<file path="config.mk">
export PLATFORM = sky130hd
export DESIGN_NAME = sweep_controller_flat
export DESIGN_NICKNAME = d
export VERILOG_FILES = /design/src/rtl/sweep_controller_pkg.sv /design/src/rtl/sweep_controller_if.sv /design/src/rtl/sweep_controller_tick_prescaler.sv /design/src/rtl/sweep_controller.sv /design/src/flat_wrapper.sv
export SDC_FILE = /design/constraint.sdc
export NUM_CORES = 1
export LEC_CHECK = 0
export BUFFER_PORTS_ARGS = -buffer_cell sky130_fd_sc_hd__buf_4
export CAP_MARGIN = 20
export CORE_MARGIN = 4
export CORE_UTILIZATION = 50
export CTS_CLUSTER_DIAMETER = 60
export DETAILED_ROUTE_END_ITERATION = 12
export PLACE_DENSITY = 0.72
export SLEW_MARGIN = 10
export SYNTH_ARGS = -nofsm -noshare
export SYNTH_HDL_FRONTEND = slang
export SYNTH_SLANG_ARGS = --single-unit
export TNS_END_PERCENT = 10
</file>
<file path="constraint.sdc">
create_clock -name clk -period 6.3 [get_ports clk]
set_clock_uncertainty 0.2 [all_clocks]
set_input_delay 1.26 -clock clk [delete_from_list [all_inputs] [get_ports clk]]
set_output_delay 1.26 -clock clk [all_outputs]
set_load 0.005 [all_outputs]
</file>
<file path="src/rtl/sweep_controller_pkg.sv">
// Shared types and helpers for the X/Y sweep controller.
package sweep_pkg;

  typedef enum logic [2:0] {
    IDLE   = 3'd0,
    CLEAR  = 3'd1,
    RUN    = 3'd2,
    PAUSE  = 3'd3,
    FINISH = 3'd4
  } state_t;

  localparam logic MODE_RASTER = 1'b0;
  localparam logic MODE_DIAG   = 1'b1;

  // A Y step closes a line: every tick in diagonal mode, only the last X step in raster mode.
  function automatic logic y_strobe(input logic mode_q, input logic x_last);
    return (mode_q == MODE_DIAG) || x_last;
  endfunction

endpackage

</file>
<file path="src/rtl/sweep_controller_if.sv">
// Control/status bundle between a host and the sweep controller.
interface sweep_controller_if #(
  parameter int N     = 8,
  parameter int DIV_W = 16
);
  logic             start;
  logic             stop;
  logic             pause;
  logic             loop;
  logic             mode;
  logic [DIV_W-1:0] step_div;
  logic             gen_rst;
  logic             ena_x;
  logic             ena_y;
  logic             busy;
  logic             frame_done;
  logic [N-1:0]     line_count;

  modport master (
    output start, stop, pause, loop, mode, step_div,
    input  gen_rst, ena_x, ena_y, busy, frame_done, line_count
  );

  modport slave (
    input  start, stop, pause, loop, mode, step_div,
    output gen_rst, ena_x, ena_y, busy, frame_done, line_count
  );
endinterface

</file>
<file path="src/rtl/sweep_controller_tick_prescaler.sv">
// Step pacing counter: counts 0..div and wraps; tick marks the wrap cycle.
module tick_prescaler #(
  parameter int DIV_W = 16
) (
  input  logic             clk,
  input  logic             rst,
  input  logic             clear,
  input  logic             hold,
  input  logic [DIV_W-1:0] div,
  output logic             tick
);
  localparam logic [DIV_W-1:0] ONE  = {{(DIV_W-1){1'b0}}, 1'b1};
  localparam logic [DIV_W-1:0] ZERO = {DIV_W{1'b0}};

  logic [DIV_W-1:0] count;

  assign tick = (count == div);

  // Prescaler count: cleared, held while paused, otherwise wraps at div.
  always_ff @(posedge clk) begin
    if (rst || clear) begin
      count <= ZERO;
    end else if (hold) begin
      count <= count;
    end else if (tick) begin
      count <= ZERO;
    end else begin
      count <= count + ONE;
    end
  end
endmodule

</file>
<file path="src/rtl/sweep_controller.sv">
// Sequences the X/Y triangle generators through raster or diagonal frames.
module sweep_controller
  import sweep_pkg::*;
#(
  parameter int N     = 8,
  parameter int DIV_W = 16
) (
  input logic               clk,
  input logic               rst,
  sweep_controller_if.slave bus
);
  localparam logic [N-1:0]     LAST   = {{(N-1){1'b1}}, 1'b0};
  localparam logic [N-1:0]     N_ONE  = {{(N-1){1'b0}}, 1'b1};
  localparam logic [N-1:0]     N_ZERO = {N{1'b0}};
  localparam logic [DIV_W-1:0] D_ZERO = {DIV_W{1'b0}};

  state_t           state;
  logic [DIV_W-1:0] div_q;
  logic             mode_q;
  logic             loop_q;
  logic [N-1:0]     x_steps;
  logic [N-1:0]     lines;

  logic tick;
  logic presc_clear;
  logic presc_hold;
  logic step;
  logic line_end;
  logic frame_end;

  assign presc_clear = (state != RUN) && (state != PAUSE);
  assign presc_hold  = (state == PAUSE);
  assign step        = (state == RUN) && tick;
  assign line_end    = y_strobe(mode_q, x_steps == LAST);
  assign frame_end   = step && line_end && (lines == LAST);

  tick_prescaler #(.DIV_W(DIV_W)) u_presc (
    .clk   (clk),
    .rst   (rst),
    .clear (presc_clear),
    .hold  (presc_hold),
    .div   (div_q),
    .tick  (tick)
  );

  // Sweep FSM with latched configuration and step/line counters.
  always_ff @(posedge clk) begin
    if (rst) begin
      state   <= IDLE;
      div_q   <= D_ZERO;
      mode_q  <= MODE_RASTER;
      loop_q  <= 1'b0;
      x_steps <= N_ZERO;
      lines   <= N_ZERO;
    end else begin
      case (state)
        IDLE: begin
          if (bus.start && !bus.stop) begin
            state   <= CLEAR;
            div_q   <= bus.step_div;
            mode_q  <= bus.mode;
            loop_q  <= bus.loop;
            x_steps <= N_ZERO;
            lines   <= N_ZERO;
          end
        end
        CLEAR: begin
          state <= bus.stop ? IDLE : RUN;
        end
        RUN: begin
          if (bus.stop) begin
            state <= IDLE;
          end else begin
            if (step) begin
              if (line_end) begin
                x_steps <= N_ZERO;
                lines   <= lines + N_ONE;
              end else begin
                x_steps <= x_steps + N_ONE;
              end
            end
            // A completed frame wins over a same-cycle pause request.
            if (frame_end) begin
              state <= FINISH;
            end else if (bus.pause) begin
              state <= PAUSE;
            end
          end
        end
        PAUSE: begin
          if (bus.stop) begin
            state <= IDLE;
          end else if (!bus.pause) begin
            state <= RUN;
          end
        end
        FINISH: begin
          // Looping frames continue without clearing the generators.
          x_steps <= N_ZERO;
          lines   <= N_ZERO;
          state   <= (loop_q && !bus.stop) ? RUN : IDLE;
        end
        default: begin
          state <= IDLE;
        end
      endcase
    end
  end

  assign bus.gen_rst    = (state == CLEAR);
  assign bus.ena_x      = step;
  assign bus.ena_y      = step && line_end;
  assign bus.busy       = (state != IDLE);
  assign bus.frame_done = (state == FINISH);
  assign bus.line_count = lines;
endmodule

</file>
<file path="src/flat_wrapper.sv">
// flat-port wrapper written by rule: the top's interface ports become plain ports
module sweep_controller_flat import sweep_pkg::*;
#(
  parameter int N     = 8,
  parameter int DIV_W = 16
)
  (clk, rst, bus_start, bus_stop, bus_pause, bus_loop, bus_mode, bus_step_div, bus_gen_rst, bus_ena_x, bus_ena_y, bus_busy, bus_frame_done, bus_line_count);
  sweep_controller_if #(.N(N), .DIV_W(DIV_W)) bus_i ();
  input logic clk;
  input logic rst;
  input wire logic [$bits(bus_i.start)-1:0] bus_start;
  input wire logic [$bits(bus_i.stop)-1:0] bus_stop;
  input wire logic [$bits(bus_i.pause)-1:0] bus_pause;
  input wire logic [$bits(bus_i.loop)-1:0] bus_loop;
  input wire logic [$bits(bus_i.mode)-1:0] bus_mode;
  input wire logic [$bits(bus_i.step_div)-1:0] bus_step_div;
  output wire logic [$bits(bus_i.gen_rst)-1:0] bus_gen_rst;
  output wire logic [$bits(bus_i.ena_x)-1:0] bus_ena_x;
  output wire logic [$bits(bus_i.ena_y)-1:0] bus_ena_y;
  output wire logic [$bits(bus_i.busy)-1:0] bus_busy;
  output wire logic [$bits(bus_i.frame_done)-1:0] bus_frame_done;
  output wire logic [$bits(bus_i.line_count)-1:0] bus_line_count;
  assign bus_i.start = bus_start;
  assign bus_i.stop = bus_stop;
  assign bus_i.pause = bus_pause;
  assign bus_i.loop = bus_loop;
  assign bus_i.mode = bus_mode;
  assign bus_i.step_div = bus_step_div;
  assign bus_gen_rst = bus_i.gen_rst;
  assign bus_ena_x = bus_i.ena_x;
  assign bus_ena_y = bus_i.ena_y;
  assign bus_busy = bus_i.busy;
  assign bus_frame_done = bus_i.frame_done;
  assign bus_line_count = bus_i.line_count;
  sweep_controller #(.N(N), .DIV_W(DIV_W)) u_core (.clk(clk), .rst(rst), .bus(bus_i));
endmodule
</file>
==> results.toml <==
[clock_network]
post_cts_buffers = 0
cts-buffers-inserted = 5
cts_sinks = 53
clk_pin_slew_ps = 100
cts-resized-gates = 0
cts-root-buf = "clkbuf_8"
cts_hold_buf = 0
cts_tree = "yes"
clk_latency_ps = 320
htreeDepth = 2
cts.path.max_buffers = 2

[setup_path]
critical-path-top-delay-family = "simple AND/OR/NAND/NOR gates"
path_cells = "xor2_1 > nor4_4 > nand4_1 > or2_2 > nor2_1 > buf_4"
slowest_delay_ps = 380
cp.required_ps = 4840
crit_arrival_ps = 2020
crit_type = "flop to output pin"
crit_path_end_kind = "output pin"
worst-path-max-fanout = 6
r2r_start = "u_core.state[1]"
startpoint = "u_core.u_presc.count[8]"
crit_slowest_cell = "dfxtp_1"
critPathBufInv = 1
start_kind = "flop"

[detailed_routing]
finalWirelength_um = 5320
dr.pass1.iters = 4
drt_iter0_markers = 113
num_vias = 2160
wl_per_cell_um = 13.0
detail-route-antenna-nets = 0
route.detailed.drc = 0
vias_per_cell = 5.28

[placement]
io_buffers = 35
place_hpwl_um = 3870
placed_cells = 400
place_area_um2 = 2870
place_congestion = 0.831

[sta]
rsz0062_at_grt = "no"
worst_pin_slew_ps = 970
slew_violations = 0
slew_headroom_pct = 34.8
fin_crit_ps = 3480
timing.final.crit_share_pct = 55.2
finalSetupViolations = 0
fmax_ghz = 0.288
hold_violations = 0
hold_ws_ps = 267
setup_tns_ps = 0

[synth]
yosys_warnings = 0
postSynthCellCount = 308
synthTopCellsByCount = "dfxtp_1, nand2_1, a21oi_1"
postSynth.topFlopCell = "dfxtp_1"
synth_nets = 336
yosys.area.top_type = "dfxtp_1"
netlist.area_leader.share_pct = 41.5
synth-seq-area-share_pct = 41.5
synth-async-reset-ratio_pct = 0
ys_seq_elements = 53
syn_area_um2 = 2560
ys_types = 44
synth_area_leaders = "dfxtp_1, xor2_1, nand2_1, a21oi_1, or3_1"
syn_area_per_cell_um2 = 8.31
synth_edf_count = 0

[grt]
grt_max_degree = 33
grt_pass1_wl_um = 9140
grt_antenna_before_repair = 0
grt_pass1_vias = 1906
grt_overflow = 0
grtUsageTotal_pct = 18.2

[power]
ir_drop_v = 0.000126
power.density_nw_per_um2 = 206
leakagePower_nw = 1.19
finalPower_mw = 0.613

[job]
drv_cap = 0

[cells_and_area]
final_cells = 409
nets = 369
drive_above_1_share_pct = 16.7
num_antenna_cells = 0
multi_input_area_um2 = 1430
fillers = 441
areaGrowthSynthToFinish_pct = 16.2
regArea_um2 = 1060
stdcell_area_um2 = 2970

[die]
start_util_pct = 52.8
die_y_um = 79.5
die_w_um = 79.5
rows = 25
io-pin-count = 36
core_um2 = 4850
die_area_um2 = 6330

[outcome]
outcome = "finished clean"

[min_path]
hp-class = "flop to flop"
worstHoldStart = "u_core.loop_q"
==> per-layer routing <==
| layer | up-vias | wire [µm] | GRT usage [%] |
|---|---|---|---|
| met5 | - | 0 | 0 |
| met4 | 0 | 72 | 5.67 |
| met3 | 6 | 307 | 4.40 |
| met2 | 44 | 2150 | 25.0 |
| met1 | 971 | 2790 | 27.5 |
| li1 | 1139 | - | - |
==> cells in the final DEF, fill, tap and decap left out, types with 5 or more instances in the layout <==
| master | count |
|---|---|
| buf_4 | 37 |
| nor2_1 | 22 |
| nand2_1 | 53 |
| o21ai_0 | 12 |
| a21oi_1 | 30 |
| nand4_1 | 5 |
| inv_1 | 5 |
| dfxtp_1 | 53 |
| clkbuf_8 | 6 |
| ha_1 | 5 |
| xnor2_1 | 5 |
| nand3_1 | 12 |
| or3_1 | 15 |
| xor2_1 | 26 |
| and3_1 | 8 |
==> per-stage QoR <==
step	setup WS [ps]	util (%)
5_1_grt	2640	61.3
6_report	2820	61.3
3_3_place_gp	3180	59.1
4_1_cts	2810	61.2
3_5_place_dp	3150	59.1
2_1_floorplan	3410	-
==> registers in the layout, summed over array words and instances, names as in the netlist <==
name	count
u_core.bus.line_count	8
u_core.div_q	16
u_core.loop_q	1
u_core.mode_q	1
u_core.state	3
u_core.u_presc.count	16
u_core.x_steps	8
==> cell families after synthesis <==
kind of cell               count (synthesis)  synth area share [%]
AOI/OAI and AO/OA                         58                  13.0
muxes                                      2                 0.782
buffers and inverters                     16                  2.49
DFF                                       53                  41.5
xor gates and xnor gates                  31                  10.6
and+or+nand+nor                          143                  29.2
adders and majority gates                  5                  2.44
==> cell type report <==
| type | instances | share of cell area, % |
|---|---|---|
| multi-input cells | 239 | 48.2 |
| clock inverters | 2 | 0.547 |
| repair buffers | 37 | 9.34 |
| inverters | 5 | 0.631 |
| well taps | 67 | 2.82 |
| flip-flops and latches | 53 | 35.7 |
| clock buffers | 6 | 2.78 |
==> worst min-delay path, delay by kind of cell (launching register included) <==
family	cells	cell delay, ps
compound gates	1	50
flops	1	320
simple gates	1	50
==> final timing paths <==
| check | end | slack (ps) | cells after the start |
|---|---|---|---|
| worst max-delay path | bus_ena_y | 2820 | 6 |
| worst min-delay path | u_core.loop_q | 270 | 2 |
| worst max register to register | u_core.x_steps[0] | 3890 | 5 |
| worst min register to register | u_core.loop_q | 270 | 2 |
==> report_power, final <==
part / total [mW] / internal, mW / switching (mW)
Clock: 0.207 / 0.0906 / 0.117
Combinational: 0.0574 / 0.0259 / 0.0315
Sequential: 0.348 / 0.342 / 0.00663
Total: 0.613 / 0.458 / 0.155
No activity file was read; power rests on OpenSTA's default activity.
